`src/rtl/hd_arith_pkg.sv`:
```
// Shared arithmetic constants and helpers for the HD accelerator datapath.
// Provides vector/input widths and signed saturation limits per width.
package hd_arith_pkg;

  localparam int DIM_WIDTH   = 16;
  localparam int INPUT_WIDTH = 8;

  // Largest signed value of a w-bit word, zero-extended to 64 bits.
  function automatic logic [63:0] sat_max(input int w);
    return (64'd1 << (w - 1)) - 64'd1;
  endfunction

  // Smallest signed value of a w-bit word; the low w bits hold the pattern.
  function automatic logic [63:0] sat_min(input int w);
    return 64'd1 << (w - 1);
  endfunction

endpackage

```
`src/rtl/full_adder.sv`:
```
// Single-bit full adder cell, the link of the ripple-carry chain.
// Ports: a_i, b_i, cin_i -> s_o (sum), cout_o (carry out).
module full_adder (
  input  logic a_i,
  input  logic b_i,
  input  logic cin_i,
  output logic s_o,
  output logic cout_o
);

  assign s_o    = a_i ^ b_i ^ cin_i;
  assign cout_o = (a_i & b_i) | (cin_i & (a_i ^ b_i));

endmodule

```
`src/rtl/n_bit_adder.sv`:
```
// N-bit two's-complement ripple-carry adder: combinational sum/cout/ovf
// plus a one-cycle registered copy with valid. Macro N_BIT_ADDER_SAT_EN
// enables signed saturation of out/out_q. Ports: clk, reset (sync, high),
// input1, input2, in_valid -> out, cout, ovf, out_q, cout_q, ovf_q, out_valid.
module n_bit_adder
  import hd_arith_pkg::*;
#(
  parameter int N = 16
) (
  input  logic         clk,
  input  logic         reset,
  input  logic [N-1:0] input1,
  input  logic [N-1:0] input2,
  input  logic         in_valid,
  output logic [N-1:0] out,
  output logic         cout,
  output logic         ovf,
  output logic [N-1:0] out_q,
  output logic         cout_q,
  output logic         ovf_q,
  output logic         out_valid
);

  logic [N:0]   carry;
  logic [N-1:0] sum_raw;

  assign carry[0] = 1'b0;

  for (genvar i = 0; i < N; i++) begin : g_fa
    full_adder u_fa (
      .a_i    (input1[i]),
      .b_i    (input2[i]),
      .cin_i  (carry[i]),
      .s_o    (sum_raw[i]),
      .cout_o (carry[i+1])
    );
  end

  assign cout = carry[N];

  // Overflow only when both operands share a sign the result lost.
  assign ovf = (input1[N-1] == input2[N-1]) &&
               (sum_raw[N-1] != input1[N-1]);

`ifdef N_BIT_ADDER_SAT_EN
  localparam logic [63:0] SAT_HI = sat_max(N);
  localparam logic [63:0] SAT_LO = sat_min(N);

  // On overflow the operand sign tells the direction.
  always_comb begin
    out = sum_raw;
    if (ovf) begin
      out = input1[N-1] ? SAT_LO[N-1:0] : SAT_HI[N-1:0];
    end
  end
`else
  assign out = sum_raw;
`endif

  logic [N-1:0] out_d;
  logic         cout_d;
  logic         ovf_d;
  logic         valid_d;

  always_comb begin
    out_d   = out_q;
    cout_d  = cout_q;
    ovf_d   = ovf_q;
    valid_d = in_valid;
    if (in_valid) begin
      out_d  = out;
      cout_d = cout;
      ovf_d  = ovf;
    end
  end

  always_ff @(posedge clk) begin
    if (reset) begin
      out_q     <= '0;
      cout_q    <= 1'b0;
      ovf_q     <= 1'b0;
      out_valid <= 1'b0;
    end else begin
      out_q     <= out_d;
      cout_q    <= cout_d;
      ovf_q     <= ovf_d;
      out_valid <= valid_d;
    end
  end

endmodule

```
`config.mk`:
```
export PLATFORM = sky130hd
export DESIGN_NAME = n_bit_adder
export DESIGN_NICKNAME = d
export VERILOG_FILES = /design/src/rtl/hd_arith_pkg.sv /design/src/rtl/full_adder.sv /design/src/rtl/n_bit_adder.sv
export SDC_FILE = /design/constraint.sdc
export NUM_CORES = 1
export LEC_CHECK = 0
export ABC_AREA = 1
export CORE_MARGIN = 2
export CORE_UTILIZATION = 28
export CTS_BUF_LIST = sky130_fd_sc_hd__clkbuf_2 sky130_fd_sc_hd__clkbuf_4 sky130_fd_sc_hd__clkbuf_8
export DETAILED_ROUTE_END_ITERATION = 8
export PLACE_DENSITY = 0.66
export SLEW_MARGIN = 15
export SYNTH_ARGS = -nofsm -noshare
export SYNTH_HDL_FRONTEND = slang
export SYNTH_SLANG_ARGS = --single-unit
```
`constraint.sdc`:
```
create_clock -name clk -period 10.6 [get_ports clk]
set_input_delay 2.12 -clock clk [delete_from_list [all_inputs] [get_ports clk]]
set_output_delay 2.12 -clock clk [all_outputs]
set_load 0.01 [all_outputs]
```
# Word-level counts from Yosys, hierarchy flattened
# Index checks and enable logic that the tools add are counted.
# totals
regBits	19
word_cells	84
# classes
eq_ne	2
bitwise	77
reduce_logical	1
# ops
cell	n
$and A1 B1 Y1	31
$xor A1 B1 Y1	31
$or A1 B1 Y1	15
$eq A1 B1 Y1	1
$logic_and A1 B1 Y1	1
$ne A1 B1 Y1	1

# Longest topological paths before layout
# logic_depth
ltp_word	32
depth_mapped	23
ltp_nobuf	23

# Cells and area by module
# A second synthesis with hierarchy kept.
# unflattened
hier_cells	104
hier_area_um2	1003.5
# by_module_without_submodules
mod	instances	cells_per_inst	area_per_inst_um2
n_bit_adder	1	88	683.2
full_adder	16	1	20.0

# Least setup slack after synthesis
# OpenSTA, ideal clock, no wires.
# synth_path
kind	input port to output port
start	input input1[0]
end	output ovf
t_arrival_ps	8211
path_slack_ps	269
path_stages	23
path_buffers	0
path_cell_list	ha_1 -> fa_1 -> fa_1 -> fa_1 -> fa_1 -> fa_1 -> fa_1 -> fa_1 -> fa_1 -> fa_1 -> fa_1 -> fa_1 -> fa_1 -> inv_1 -> fa_1 -> inv_1 -> fa_1 -> inv_1 -> fa_1 -> inv_1 -> nand2_1 -> nand3_1 -> inv_1
# synth_via
elab_chain_cells	32
# synth_lines
item	line_no	rtl
start, declared	n_bit_adder.sv:12	input logic [N-1:0] input1,
$and A1 B1 Y1 (2 in a row)	full_adder.sv:12	assign cout_o = (a_i & b_i) | (cin_i & (a_i ^ b_i));
$or A1 B1 Y1	full_adder.sv:12	
$and A1 B1 Y1	full_adder.sv:12	
$or A1 B1 Y1	full_adder.sv:12	
$and A1 B1 Y1	full_adder.sv:12	
$or A1 B1 Y1	full_adder.sv:12	
$and A1 B1 Y1	full_adder.sv:12	
$or A1 B1 Y1	full_adder.sv:12	
[16 not listed]	n/a	
$and A1 B1 Y1	full_adder.sv:12	
$or A1 B1 Y1	full_adder.sv:12	
$and A1 B1 Y1	full_adder.sv:12	
$or A1 B1 Y1	full_adder.sv:12	
$xor A1 B1 Y1	full_adder.sv:11	assign s_o = a_i ^ b_i ^ cin_i;
net g_fa[15].u_fa.s_o	full_adder.sv:7	output logic s_o,
$ne A1 B1 Y1	n_bit_adder.sv:43	(sum_raw[N-1] != input1[N-1]);
$logic_and A1 B1 Y1	n_bit_adder.sv:42	assign ovf = (input1[N-1] == input2[N-1]) &&
end, declared	n_bit_adder.sv:17	output logic ovf,
# The timed path passes the listed nets, and every way through them passes these cells.

# Worst setup path after layout
# layout_path
start	input input1[1]
end	register ovf_q
# layout_via
elab_chain_cells	32
word_cells_on_any_way	33
# layout_lines
item	line_no	rtl
$xor A1 B1 Y1	full_adder.sv:12	
$and A1 B1 Y1	full_adder.sv:12	
$or A1 B1 Y1 (*)	full_adder.sv:12	
$and A1 B1 Y1 (*)	full_adder.sv:12	
$or A1 B1 Y1 (*)	full_adder.sv:12	
$and A1 B1 Y1 (*)	full_adder.sv:12	
$or A1 B1 Y1 (*)	full_adder.sv:12	
$and A1 B1 Y1 (*)	full_adder.sv:12	
[16 not listed]	n/a	
$or A1 B1 Y1 (*)	full_adder.sv:12	
$and A1 B1 Y1 (*)	full_adder.sv:12	
$or A1 B1 Y1 (*)	full_adder.sv:12	
$and A1 B1 Y1 (*)	full_adder.sv:12	
$or A1 B1 Y1 (*)	full_adder.sv:12	
$xor A1 B1 Y1 (*)	full_adder.sv:11	
$ne A1 B1 Y1 (*)	n_bit_adder.sv:43	
$logic_and A1 B1 Y1 (*)	n_bit_adder.sv:42	
end signal, assigned	n_bit_adder.sv:86	ovf_q <= ovf_d;
end, declared	n_bit_adder.sv:20	output logic ovf_q,
# Mark *: on every way between the ends. The rest lies on a longest branch, timed or not.
# A chain may end at the register's enable or synchronous reset.

==> metrics.txt <==
Tot Pwr 257 uW; GR Overflow Total 0; Tcrit/Tclk final 97.5%; Max FO, Critical Path 3; die span in x 68.3 microns; Hold WC Path Type flip-flop to flip-flop; Clock Skew 0 ns; CP Capture Type flip-flop; Pins Over Slew Limit 0; Yosys reg bits 19; CP Launch Point input1[1]; Core ar. 4000 sq um; post-cts hold buffer count 0; most used routing layer met2; Worst-Skew Late Latency 0.26 ns; cts bufs inserted 3; routed wire length 3020 microns; Site Rows 23; most frequent CP cell buf_4; DRC Markers 0; synthesized net count 176; final hold vios 0; grt met3 use 3.29%; Sink Count 19; io pins 72; CP Class input port to flip-flop; Netlist cell types 15; IO Port Bufs 71; GPL Wtd Cong 0.717; first-pass GRT wire length 4740 microns; CP Launch Type input port; total track usage 13.5%; Final Util 50.6%; root buf cell clkbuf_8; path depth of the worst reg2reg path 2; Synth Cell Area 1160 sq um; Layout Nets 255; Worst VDD drop 0.0581 mV; # diodes 0; max cap viols 0; worst rel slew slack 41.6%; CTS tree built; CTS max path bufs 2; r2r setup slk 9.94 ns; Slew @ Worst Pin 0.873 ns; fmax 0.0968 GHz; reg2reg start cout_q; Final TNS setup 0 ns; Area Growth Syn to Fin 74.6%; RR Endpoint cout_q; Crit path required time 10.78 ns; CTS clock-pin slew for the worst setup and hold paths 0.07 ns; GRT met1 Usage 16.1%; DR vias/cell 4.10; Seq/Total Area, Yosys 32.8%; largest net degree at the start of global routing 24; status completed; Critical Path Sink ovf_q; unrepaired setup endpoints after global routing false; initial core utilization 29.0%; Ys Warns 0; post-route ant nets 0; DRT Pass-1 Iters 2; cells after synthesis 124; power density over the cells 127 nW/um^2; minimum clock period after layout 10.34 ns; vias in the first global route 1,058; CP max-delay cell fa_1; antenna violations before repair 0; drt wl/cell 12.0 microns; DRT iter0 DRCs 10; delay of the slowest critical-path stage 0.44 ns; DR vias 1,032; met2 Use GR 23.5%; hpwl dp 2020 microns; Die ar. 4670 sq um; endpoints failing setup 0; LEAKAGE 0.000852 uW; layout cells sized above 1 27.2%; CP Data Arrival Time 10.52 ns; H-tree depth 1; Chip Height 68.3 microns; syn_area_per_cell 9.34 sq um
cells in the final DEF (no fill, tap or decap):
cell type / instances
fa_2: 14
clkbuf_8: 3
fa_1: 1
ha_2: 1
a21oi_1: 2
o21ai_0: 2
o21ai_1: 14
ha_1: 1
clkbuf_4: 1
a21oi_2: 2
dlygate4sd2_1: 3
clkdlybuf4s50_1: 65
dfxtp_1: 19
nand2_1: 2
inv_2: 5
o21ai_2: 2
inv_1: 9
buf_2: 3
nand3_2: 1
nor2_1: 29
buf_4: 23
repair_timing:
item,in CTS,in global routing
pin swaps,16,10
setup endpoints to repair,5,5
gates cloned,0,0
gates resized for setup,32,0
buffers inserted,20,0
worst min-delay path by stage:
| stage | from | to | slack [ns] | cells past startpoint |
|---|---|---|---|---|
| after floorplan | out_q[10] | out_q[10] | 0.52 | 2 |
| after global placement | out_q[14] | out_q[14] | 0.46 | 2 |
| after detailed placement | out_q[14] | out_q[14] | 0.47 | 2 |
| after CTS | out_q[14] | out_q[14] | 0.49 | 2 |
| after global routing | out_q[8] | out_q[8] | 0.53 | 2 |
| final | out_q[14] | out_q[14] | 0.49 | 2 |
registers in the layout, summed over array words and instances, names as in the netlist:
register   flops
cout_q         1
ovf_q          1
out_valid      1
out_q         16
area by class of cell:
class | count | area (sq um)
fill | 370 | 1980
timing repair buffer | 94 | 865
multi-input combinational | 71 | 614
sequential | 19 | 380
tap | 50 | 62.6
inverter | 14 | 52.6
clock buffer | 4 | 48.8
critical path: cells and delay by family:
kind / cells / cell delay [ns]
fa+ha+maj: 15 / 5.24
buf+inv: 24 / 2.87
compound gates: 1 / 0.10
simple gates: 2 / 0.20
Yosys cell counts:
cell type | n | area [sq um]
a21oi_1 | 2 | 10.0
a21oi_2 | 2 | 17.5
buf_4 | 19 | 143
buf_6 | 1 | 11.3
dfxtp_1 | 19 | 380
fa_1 | 15 | 300
ha_1 | 2 | 25.0
inv_1 | 12 | 45.0
inv_2 | 2 | 7.51
nand2_1 | 2 | 7.51
nand3_1 | 1 | 5.00
nor2_1 | 29 | 109
o21ai_0 | 2 | 10.0
o21ai_1 | 14 | 70.1
o21ai_2 | 2 | 17.5
stage by stage:
step	cells	worst slack, ns	area [sq um]	hold WS (ns)
after CTS	252	0.0346	2020	0.491
after global placement	228	-0.853	1800	0.464
after global routing	252	0.0146	2020	0.525
after floorplan	124	0.269	1160	0.518
final	252	0.265	2020	0.486
after detailed placement	228	-0.888	1800	0.472
metal layers:
metal	vias up	routed length [microns]
met2	46	1520
met4	0	65
li1	523	-
met5	-	0
met1	456	1180
met3	7	251
cell families after synthesis:
| family | count (synthesis) | share of synthesized area (%) |
|---|---|---|
| compound gates | 22 | 10.8 |
| fa+ha+maj | 17 | 28.1 |
| buf+inv | 34 | 17.8 |
| flops | 19 | 32.8 |
| simple gates | 32 | 10.5 |
report_power, final:
part	internal (uW)	switching, uW	total (uW)
combinational	73.6	47.1	121
sequential	78.2	3.34	81.5
clock	29.3	25.0	54.3
total	181	75.5	257
Note: power is estimated with default switching activity, not from simulation.
